--- src/rtl/pixel_packer.sv ---
// Packs the filter's {valid, pixel} stream into 32-bit words, buffers them in a small FIFO
// and drains them to SRAM port 1. Optional macro PIXEL_PACKER_BYTE_SWAP_EN reverses lane order.
module pixel_packer #(
  parameter int unsigned ADDRESS_WIDTH = 32,
  parameter int unsigned DATA_WIDTH    = 32,
  parameter int unsigned FIFO_DEPTH    = 4
) (
  input  logic                     clock,
  input  logic                     reset,
  input  logic                     reflesh,
  input  logic [DATA_WIDTH-1:0]    image_size,
  input  logic [8:0]               data_in,
  input  logic                     ready,
  output logic                     request,
  output logic                     command_entry,
  output logic                     write_enable,
  output logic [ADDRESS_WIDTH-1:0] address,
  output logic [DATA_WIDTH-1:0]    data_out,
  output logic                     is_end,
  output logic                     overflow
);

  localparam int unsigned PTR_W = (FIFO_DEPTH > 1) ? $clog2(FIFO_DEPTH) : 1;

  typedef enum logic [1:0] {IDLE, RUN, DRAIN, DONE} state_t;

  state_t                   state_q, state_d;
  logic [DATA_WIDTH-1:0]    size_q, size_d;
  logic [DATA_WIDTH-1:0]    byte_cnt_q, byte_cnt_d;
  logic [1:0]               lane_q, lane_d;
  logic [DATA_WIDTH-1:0]    word_q, word_d;
  logic [PTR_W-1:0]         wr_ptr_q, wr_ptr_d, rd_ptr_q, rd_ptr_d;
  logic                     full_q, full_d, empty_q, empty_d;
  logic [ADDRESS_WIDTH-1:0] wr_idx_q, wr_idx_d;
  logic [ADDRESS_WIDTH-1:0] addr_q, addr_d;
  logic [DATA_WIDTH-1:0]    dout_q, dout_d;
  logic                     cmd_q, cmd_d;
  logic                     request_q, request_d;
  logic                     is_end_q, is_end_d;
  logic                     overflow_q, overflow_d;
  logic [DATA_WIDTH-1:0]    mem_q [FIFO_DEPTH];

  logic                     accept_c, last_c, word_done_c, push_c, pop_c;
  logic [1:0]               lane_pos_c;
  logic [DATA_WIDTH-1:0]    merged_c;

`ifdef PIXEL_PACKER_BYTE_SWAP_EN
  assign lane_pos_c = 2'(2'd3 - lane_q);
`else
  assign lane_pos_c = lane_q;
`endif

  // Next-state: packing, FIFO bookkeeping, write issue and frame control
  always_comb begin
    state_d     = state_q;
    size_d      = size_q;
    byte_cnt_d  = byte_cnt_q;
    lane_d      = lane_q;
    word_d      = word_q;
    wr_ptr_d    = wr_ptr_q;
    rd_ptr_d    = rd_ptr_q;
    full_d      = full_q;
    empty_d     = empty_q;
    wr_idx_d    = wr_idx_q;
    addr_d      = addr_q;
    dout_d      = dout_q;
    cmd_d       = 1'b0;
    request_d   = request_q;
    is_end_d    = is_end_q;
    overflow_d  = overflow_q;
    word_done_c = 1'b0;
    last_c      = 1'b0;
    push_c      = 1'b0;
    merged_c    = word_q | (DATA_WIDTH'(data_in[7:0]) << {lane_pos_c, 3'b000});
    accept_c    = (state_q == RUN) && data_in[8];
    pop_c       = ready && !empty_q;

    if (accept_c) begin
      byte_cnt_d = byte_cnt_q + DATA_WIDTH'(1);
      last_c     = (byte_cnt_q + DATA_WIDTH'(1)) >= size_q;
      if ((lane_q == 2'd3) || last_c) begin
        word_done_c = 1'b1;
        word_d      = '0;
        lane_d      = 2'd0;
      end else begin
        word_d = merged_c;
        lane_d = 2'(lane_q + 2'd1);
      end
    end

    push_c = word_done_c && (!full_q || pop_c);
    if (word_done_c && !push_c) overflow_d = 1'b1;

    if (pop_c) begin
      cmd_d    = 1'b1;
      dout_d   = mem_q[rd_ptr_q];
      addr_d   = wr_idx_q;
      wr_idx_d = wr_idx_q + ADDRESS_WIDTH'(1);
      rd_ptr_d = PTR_W'(rd_ptr_q + PTR_W'(1));
    end
    if (push_c) wr_ptr_d = PTR_W'(wr_ptr_q + PTR_W'(1));

    if (push_c && !pop_c) begin
      empty_d = 1'b0;
      full_d  = (PTR_W'(wr_ptr_q + PTR_W'(1)) == rd_ptr_q);
    end else if (pop_c && !push_c) begin
      full_d  = 1'b0;
      empty_d = (PTR_W'(rd_ptr_q + PTR_W'(1)) == wr_ptr_q);
    end

    case (state_q)
      RUN:     if (accept_c && last_c) state_d = DRAIN;
      DRAIN:   if (empty_q) state_d = DONE;
      default: state_d = state_q;
    endcase

    if ((state_d == DONE) && (state_q != DONE)) begin
      is_end_d  = 1'b1;
      request_d = 1'b0;
    end

    // Restart wins over everything, including a word completing on the same edge
    if (reflesh) begin
      size_d     = image_size;
      state_d    = (image_size == '0) ? DONE : RUN;
      byte_cnt_d = '0;
      lane_d     = 2'd0;
      word_d     = '0;
      wr_ptr_d   = '0;
      rd_ptr_d   = '0;
      full_d     = 1'b0;
      empty_d    = 1'b1;
      wr_idx_d   = '0;
      addr_d     = '0;
      cmd_d      = 1'b0;
      overflow_d = 1'b0;
      is_end_d   = (image_size == '0);
      request_d  = (image_size != '0);
      push_c     = 1'b0;
      pop_c      = 1'b0;
    end
  end

  always_ff @(posedge clock or negedge reset) begin
    if (!reset) begin
      state_q    <= IDLE;
      size_q     <= '0;
      byte_cnt_q <= '0;
      lane_q     <= 2'd0;
      word_q     <= '0;
      wr_ptr_q   <= '0;
      rd_ptr_q   <= '0;
      full_q     <= 1'b0;
      empty_q    <= 1'b1;
      wr_idx_q   <= '0;
      addr_q     <= '0;
      dout_q     <= '0;
      cmd_q      <= 1'b0;
      request_q  <= 1'b0;
      is_end_q   <= 1'b0;
      overflow_q <= 1'b0;
    end else begin
      state_q    <= state_d;
      size_q     <= size_d;
      byte_cnt_q <= byte_cnt_d;
      lane_q     <= lane_d;
      word_q     <= word_d;
      wr_ptr_q   <= wr_ptr_d;
      rd_ptr_q   <= rd_ptr_d;
      full_q     <= full_d;
      empty_q    <= empty_d;
      wr_idx_q   <= wr_idx_d;
      addr_q     <= addr_d;
      dout_q     <= dout_d;
      cmd_q      <= cmd_d;
      request_q  <= request_d;
      is_end_q   <= is_end_d;
      overflow_q <= overflow_d;
    end
  end

  // FIFO storage needs no reset; the empty flag guards stale entries
  always_ff @(posedge clock) begin
    if (push_c) mem_q[wr_ptr_q] <= merged_c;
  end

  assign request       = request_q;
  assign command_entry = cmd_q;
  assign write_enable  = cmd_q;
  assign address       = addr_q;
  assign data_out      = dout_q;
  assign is_end        = is_end_q;
  assign overflow      = overflow_q;

endmodule

--- config.mk ---
export PLATFORM = sky130hd
export DESIGN_NAME = pixel_packer
export DESIGN_NICKNAME = d
export VERILOG_FILES = /design/src/rtl/pixel_packer.sv
export SDC_FILE = /design/constraint.sdc
export NUM_CORES = 1
export LEC_CHECK = 0
export BUFFER_PORTS_ARGS = -buffer_cell sky130_fd_sc_hd__buf_4
export CORE_UTILIZATION = 60
export CTS_BUF_LIST = sky130_fd_sc_hd__clkbuf_8
export CTS_CLUSTER_DIAMETER = 40
export DETAILED_ROUTE_END_ITERATION = 12
export GPL_ROUTABILITY_DRIVEN = 0
export HOLD_SLACK_MARGIN = 0.02
export PLACE_DENSITY_LB_ADDON = 0.08
export SYNTH_ARGS = -nofsm -noshare
export SYNTH_HDL_FRONTEND = slang
export SYNTH_SLANG_ARGS = --single-unit
--- constraint.sdc ---
create_clock -name clock -period 13.37 [get_ports clock]
set_input_delay 2.0055 -clock clock [delete_from_list [all_inputs] [get_ports clock]]
set_output_delay 2.0055 -clock clock [all_outputs]
set_load 0.03 [all_outputs]
==> results.yml, run 1 <==
cells_and_area:
  finalNonFillerCells: 1800
  antenna-diode-count: 0
  syn2layout_area_growth_pct: 14.1
  layout.cells.most_common: "sky130_fd_sc_hd__nand2_1"
  mostFrequentLayoutCells: "sky130_fd_sc_hd__nand2_1, sky130_fd_sc_hd__dfrtp_1, sky130_fd_sc_hd__edfxtp_1"
  drive_gt1_share_pct: 17.5
  layout.nets: 1520
power:
  power_per_cell_area_nw_per_um2: 128
  power.sequential.fraction_pct: 51.2
  leakage_nw: 7.52
  irDropWorstVdd_mv: 0.0917
  power.switching_fraction_pct: 25.6
  p_sw_uw: 560
  cell_int_power_mw: 1.63
  pwr-share-clk_pct: 38.7
  comb_power_share_pct: 10.0
die:
  io_pins: 114
  floorplan.die.height_um: 160
  core.rowCount: 57
  coreArea_um2: 24500
  total_die_area_um2: 25700
  chipWidth_um: 160
  initial_utilization_pct: 61.4
place:
  place.port_buffers: 113
  placedCellCount: 1702
  post_place_worst_slack_ns: 8.83
  dpl.hpwl_um: 20500
clock_network:
  clk_transition_reported_paths_ns: 0.06
  ctsHtreeMaxLevel: 2
  cts_max_path_buffers: 3
  post-cts-setup-buffers: 0
  cts_made_buffers: 53
  cts_hold_buf: 0
  clock_tree_from_tritoncts: "yes"
  cts_repair_resize_count: 0
  clock-sinks: 334
  cts_root_buffer: "sky130_fd_sc_hd__clkbuf_8"
  insertion_delay_ns: 0.58
sta:
  final.setup_skew_ns: 0.0160
  final_period_minus_worst_setup_slack_ns: 4.55
  tightestPinTransition_ns: 0.956
  fin_tns_setup_ns: 0
  final-setup-viol-count: 0
  relSlewSlack_pct: 36.3
  period_share_pct: 34.0
  slew_viol_final: 0
  maxClockFrequency_mhz: 220
  grt_setup_unrepaired: "no"
  setup_ws_ns: 8.82
  hold_viol_final: 0
global_route:
  grt_remaining_overflow: 0
  antenna_found_initial: 0
  grt_usage_pct: 24.9
  grt_pass1_vias: 9828
  grt_pass1_wl_um: 50100
  grt_start_max_net_pins: 128
drt:
  detail_route.wl_per_cell_um: 17.1
  detailedRoute.firstIterationViolations: 850
  drtPass1Iterations: 6
  avgViaCountPerCell: 5.53
  vias: 9954
  antenna_violating_nets_post_route: 0
  route.detailed.drc: 0
  routed_wl_um: 30700
critical_path:
  worst-r2r-cell-count: 15
  worst_setup_path_end_kind: "flip-flop"
  r2r-end: "mem_q[0][13]$_DFFE_PP_"
  critPathMaxFanout: 32
  reg2reg_from: "byte_cnt_q[0]$_DFFE_PN0P_"
  type_of_the_worst_setup_path: "reg2reg"
  critPathLaunchType: "flip-flop"
  worst_ep_required_time_ns: 13.59
  reg2reg_slack_ns: 8.82
  data_arrival_time_of_the_worst_path_ns: 4.77
synth:
  netlist_area_um2: 15000
  synthDistinctLibCells: 60
  syn_avg_cell_area_um2: 11.4
  ys_seq_elements: 334
  postSynth.asyncResetShare_pct: 61.7
  syn_inst: 1321
  yosysWarnings: 0
  synth_seq_area_share_pct: 59.9
  synth_fp_nets: 1408
  synth_flop_cell: "sky130_fd_sc_hd__dfrtp_1"
  synth_edf_count: 128
hold_path:
  min_delay_worst_endpoint: "data_out[18]$_DFFE_PN0P_"
  hold_depth: 2
  worstHoldPathType: "reg2reg"
  worst_hold_startpoint: "data_out[18]$_DFFE_PN0P_"
outcome:
  status: "finished, final reports clean"
flow_run:
  maxCapViolations: 0
## layout make-up
cell class | count | area (um2)
clock buffers | 57 | 785
inverters | 43 | 161
well taps | 324 | 405
repair buffers | 125 | 948
fillers | 1854 | 7340
multi-input cells | 876 | 5560
flip-flops and latches | 334 | 9000
clock inverters | 41 | 268
## flip-flops by register name (all words and copies together) (netlist names)
| register | cells |
|---|---|
| address | 32 |
| byte_cnt_q | 32 |
| command_entry | 1 |
| data_out | 32 |
| empty_q | 1 |
| full_q | 1 |
| is_end | 1 |
| lane_pos_c | 2 |
| mem_q | 128 |
| overflow | 1 |
| rd_ptr_q | 2 |
| request | 1 |
| size_q | 32 |
| state_q | 2 |
| word_q | 32 |
| wr_idx_q | 32 |
| wr_ptr_q | 2 |
## power groups by stage
stage	combinational [mW]	clock [mW]	sequential, mW
final	0.219	0.848	1.12
after CTS	0.221	0.868	1.12
after detailed placement	0.220	0	1.14
after global placement	0.216	0	1.14
after global routing	0.241	0.914	1.13
after floorplan	0.0920	0	1.18
## cells in the mapped netlist, types with 2 or more instances
library cell	instances	area share, %
sky130_fd_sc_hd__nor4_4	2	0.28
sky130_fd_sc_hd__buf_1	3	0.075
sky130_fd_sc_hd__and3_1	18	0.75
sky130_fd_sc_hd__mux2_2	2	0.15
sky130_fd_sc_hd__or2_2	2	0.083
sky130_fd_sc_hd__nand2_1	284	7.1
sky130_fd_sc_hd__a211oi_1	7	0.35
sky130_fd_sc_hd__mux4_2	32	4.8
sky130_fd_sc_hd__and2_1	3	0.13
sky130_fd_sc_hd__nor3_1	7	0.23
sky130_fd_sc_hd__a21oi_1	92	3.1
sky130_fd_sc_hd__nor2_2	4	0.17
sky130_fd_sc_hd__inv_1	43	1.1
sky130_fd_sc_hd__clkbuf_1	52	1.3
sky130_fd_sc_hd__buf_4	3	0.15
sky130_fd_sc_hd__ha_1	42	3.5
sky130_fd_sc_hd__a21o_1	27	1.3
sky130_fd_sc_hd__nand2b_1	27	1.1
sky130_fd_sc_hd__buf_2	6	0.20
sky130_fd_sc_hd__and4_1	5	0.29
sky130_fd_sc_hd__buf_6	2	0.15
sky130_fd_sc_hd__nor4_1	10	0.42
sky130_fd_sc_hd__or3_1	8	0.33
sky130_fd_sc_hd__nand3_1	22	0.73
sky130_fd_sc_hd__nor2b_1	5	0.21
sky130_fd_sc_hd__nor2_1	87	2.2
sky130_fd_sc_hd__a311o_1	2	0.13
sky130_fd_sc_hd__dfrtp_1	205	34
sky130_fd_sc_hd__nand3_2	3	0.20
sky130_fd_sc_hd__and3_2	3	0.15
sky130_fd_sc_hd__nand4_1	21	0.88
sky130_fd_sc_hd__edfxtp_1	128	26
sky130_fd_sc_hd__xor2_1	55	3.2
sky130_fd_sc_hd__o21ai_0	47	1.6
sky130_fd_sc_hd__xnor2_1	37	2.2
## critical path, stage by stage, from the launching register on
cell,delay (ns)
sky130_fd_sc_hd__dfrtp_1,0.42
sky130_fd_sc_hd__ha_1,0.26
sky130_fd_sc_hd__and3_2,0.21
sky130_fd_sc_hd__nand4_1,0.23
sky130_fd_sc_hd__nor4_4,0.36
sky130_fd_sc_hd__and3_1,0.29
sky130_fd_sc_hd__nand3_1,0.12
sky130_fd_sc_hd__xnor2_1,0.15
sky130_fd_sc_hd__ha_1,0.29
sky130_fd_sc_hd__nand4_1,0.11
sky130_fd_sc_hd__nor4_1,0.35
sky130_fd_sc_hd__nand2_1,0.13
sky130_fd_sc_hd__a21o_1,0.30
sky130_fd_sc_hd__a21oi_2,0.32
sky130_fd_sc_hd__and3_1,0.21
sky130_fd_sc_hd__buf_4,0.40
## kinds of logic (layout without fill, tap and decap cells)
group	count (synthesis)	after routing	share of synthesized area [%]
adder cells (fa/ha/maj)	42	42	3.50
multiplexers	35	35	5.02
flip-flops	334	334	59.9
buffers and inverters	111	266	3.11
XOR/XNOR	92	92	5.37
AND/OR/NAND/NOR	519	519	15.9
AO/OA/AOI/OAI	188	188	7.20
## stage by stage
| stage | hold WS [ns] | power [mW] | cell area [um2] | utilization, % |
|---|---|---|---|---|
| floorplan | 0.487 | 1.27 | 15000 | - |
| global placement | 0.458 | 1.36 | 16100 | 65.7 |
| detailed placement | 0.463 | 1.36 | 16100 | 65.7 |
| CTS | 0.478 | 2.21 | 17100 | 70.0 |
| global route | 0.501 | 2.28 | 17100 | 70.0 |
| finish | 0.472 | 2.19 | 17100 | 70.0 |
## layer usage
layer / routed length (um) / GRT usage, %
met1: 14200 / 37.3
met2: 13800 / 37.5
met3: 2010 / 4.42
met4: 606 / 7.79
met5: 0 / 0
## worst max path at each step
stage                              to                 startpoint
6_report       mem_q[0][13]$_DFFE_PP_  byte_cnt_q[0]$_DFFE_PN0P_
5_1_grt        mem_q[0][19]$_DFFE_PP_  byte_cnt_q[0]$_DFFE_PN0P_
4_1_cts         mem_q[0][6]$_DFFE_PP_  byte_cnt_q[0]$_DFFE_PN0P_
3_5_place_dp   mem_q[0][18]$_DFFE_PP_  byte_cnt_q[0]$_DFFE_PN0P_
3_3_place_gp   mem_q[0][14]$_DFFE_PP_  byte_cnt_q[0]$_DFFE_PN0P_
2_1_floorplan   mem_q[0][0]$_DFFE_PP_  byte_cnt_q[0]$_DFFE_PN0P_
(Power assumes the default switching activity.)
==> inputs of run 2 (changes only) <==
==> constraint.sdc (replaced) <==
create_clock -name clock -period 4.3 [get_ports clock]
set_input_delay 0.645 -clock clock [delete_from_list [all_inputs] [get_ports clock]]
set_output_delay 0.645 -clock clock [all_outputs]
set_load 0.03 [all_outputs]
==> results.yml, run 2 (synthesized netlist as in run 1, its figures left out) <==
outcome:
  status: "finished, final reports clean"
sta:
  fin_tns_setup_ns: 0
  final-setup-viol-count: 0
  hold_viol_final: 0
  period_share_pct: 95.0
  final.setup_skew_ns: 0.0201
  maxClockFrequency_mhz: 245
  final_period_minus_worst_setup_slack_ns: 4.08
  tightestPinTransition_ns: 1.15
  slew_viol_final: 0
  relSlewSlack_pct: 23.2
  worst_hold_slack_ns: 0.113
  grt_setup_unrepaired: "no"
clock_network:
  cts_root_buffer: "sky130_fd_sc_hd__clkbuf_8"
  cts_max_path_buffers: 3
  clock-sinks: 334
  clk_transition_reported_paths_ns: 0.06
  clock_tree_from_tritoncts: "yes"
  cts_hold_buf: 0
  cts_made_buffers: 54
  ctsHtreeMaxLevel: 2
  insertion_delay_ns: 0.59
place:
  place.port_buffers: 113
  placedCellCount: 1707
  dpl.hpwl_um: 20400
cells_and_area:
  mostFrequentLayoutCells: "sky130_fd_sc_hd__nand2_1, sky130_fd_sc_hd__dfrtp_1, sky130_fd_sc_hd__edfxtp_1"
  finalNonFillerCells: 1814
  layout.nets: 1530
  largest_register_ffs: 128
  filler_cell_count: 1788
  layout.cells.most_common: "sky130_fd_sc_hd__nand2_1"
  max_flop_register: "mem_q"
  syn2layout_area_growth_pct: 15.5
  drive_gt1_share_pct: 18.6
critical_path:
  reg2reg_from: "byte_cnt_q[0]$_DFFE_PN0P_"
  critPathMaxFanout: 32
  reg2reg_slack_ns: 0.22
  worst_ep_required_time_ns: 4.58
  critPathLaunchType: "flip-flop"
  r2r-end: "mem_q[3][17]$_DFFE_PP_"
  data_arrival_time_of_the_worst_path_ns: 4.36
  worst_setup_path_end_kind: "flip-flop"
  worst-r2r-cell-count: 15
  type_of_the_worst_setup_path: "reg2reg"
global_route:
  grt_pass1_wl_um: 50900
  grt_remaining_overflow: 0
  grt_usage_pct: 25.0
  antenna_found_initial: 1
  grt_start_max_net_pins: 135
  grt_pass1_vias: 9876
drt:
  vias: 10100
  detailedRoute.firstIterationViolations: 838
  antenna_violating_nets_post_route: 0
  route.detailed.drc: 0
  avgViaCountPerCell: 5.57
  detail_route.wl_per_cell_um: 17.0
  drtPass1Iterations: 5
  routed_wl_um: 30800
power:
  power.switching_fraction_pct: 25.4
  leakage_nw: 7.59
  comb_power_share_pct: 9.9
  pwr-share-clk_pct: 40.0
  power_per_cell_area_nw_per_um2: 402
  p_sw_mw: 1.77
  irDropWorstVdd_mv: 0.366
  power.sequential.fraction_pct: 50.0
  cell_int_power_mw: 5.20
die:
  core.rowCount: 57
  initial_utilization_pct: 61.4
  io_pins: 114
  floorplan.die.height_um: 160
  chipWidth_um: 160
  coreArea_um2: 24500
  total_die_area_um2: 25700
flow_run:
  maxCapViolations: 0
hold_path:
  worstHoldPathType: "in2async"
==> run 2: final cells by class <==
class / instances / area, um2 / area share [%]
well taps: 324 / 405 / 2.34
clock buffers: 60 / 826 / 4.76
inverters: 43 / 161 / 0.930
multi-input cells: 876 / 5570 / 32.1
flip-flops and latches: 334 / 9000 / 51.9
repair buffers: 134 / 1080 / 6.22
clock inverters: 42 / 302 / 1.74
diodes: 1 / 2.50 / 0.0144
==> run 2: per-layer routing <==
| metal | vias to the layer above | routed length, um | GRT usage (%) |
|---|---|---|---|
| met1 | 4936 | 14400 | 37.9 |
| met4 | 0 | 614 | 7.79 |
| met3 | 49 | 1920 | 3.90 |
| met5 | - | 0 | 0 |
| met2 | 292 | 13900 | 37.5 |
| li1 | 4821 | - | - |
==> run 2: worst max-delay path by stage <==
stage | from | to | cells after the start
2_1_floorplan | byte_cnt_q[0]$_DFFE_PN0P_ | mem_q[2][0]$_DFFE_PP_ | 15
3_3_place_gp | byte_cnt_q[0]$_DFFE_PN0P_ | mem_q[0][16]$_DFFE_PP_ | 15
3_5_place_dp | byte_cnt_q[0]$_DFFE_PN0P_ | mem_q[3][16]$_DFFE_PP_ | 15
4_1_cts | byte_cnt_q[0]$_DFFE_PN0P_ | mem_q[3][10]$_DFFE_PP_ | 15
5_1_grt | byte_cnt_q[0]$_DFFE_PN0P_ | mem_q[3][4]$_DFFE_PP_ | 15
6_report | byte_cnt_q[0]$_DFFE_PN0P_ | mem_q[3][17]$_DFFE_PP_ | 15
==> run 2: power by group through the flow <==
| stage | clock (mW) | sequential [mW] | combinational [mW] |
|---|---|---|---|
| after floorplan | 0 | 3.66 | 0.286 |
| after global placement | 0 | 3.54 | 0.679 |
| after detailed placement | 0 | 3.55 | 0.692 |
| after CTS | 2.85 | 3.49 | 0.695 |
| after global routing | 2.99 | 3.50 | 0.760 |
| final | 2.79 | 3.49 | 0.692 |
==> run 2: through the flow <==
step / power [mW] / setup WS (ns) / cell area, um2 / util, %
3_3_place_gp: 4.22 / 0.264 / 16200 / 66.1
5_1_grt: 7.25 / 0.00321 / 17300 / 70.9
4_1_cts: 7.03 / 0.0898 / 17300 / 70.7
6_report: 6.97 / 0.216 / 17300 / 70.9
3_5_place_dp: 4.24 / 0.0929 / 16200 / 66.1
2_1_floorplan: 3.95 / 0.252 / 15000 / -
==> run 2: timing repair <==
| action | CTS | global route |
|---|---|---|
| setup buffers | 0 | 4 |
| endpoints found under the setup margin | 0 | 131 |
| gates resized for setup | 0 | 2 |
==> run 2: critical path, cell delays in order (launching register included) <==
cell and delay (ns):
sky130_fd_sc_hd__dfrtp_1 0.43, sky130_fd_sc_hd__ha_1 0.24, sky130_fd_sc_hd__and3_2 0.21, sky130_fd_sc_hd__nand4_1 0.22, sky130_fd_sc_hd__nor4_4 0.29, sky130_fd_sc_hd__and3_2 0.28
sky130_fd_sc_hd__nand3_1 0.10, sky130_fd_sc_hd__xnor2_1 0.15, sky130_fd_sc_hd__ha_1 0.30, sky130_fd_sc_hd__nand4_1 0.13, sky130_fd_sc_hd__nor4_2 0.34, sky130_fd_sc_hd__nand2_1 0.12
sky130_fd_sc_hd__a21o_1 0.24, sky130_fd_sc_hd__a21oi_2 0.23, sky130_fd_sc_hd__and3_2 0.24, sky130_fd_sc_hd__buf_12 0.22
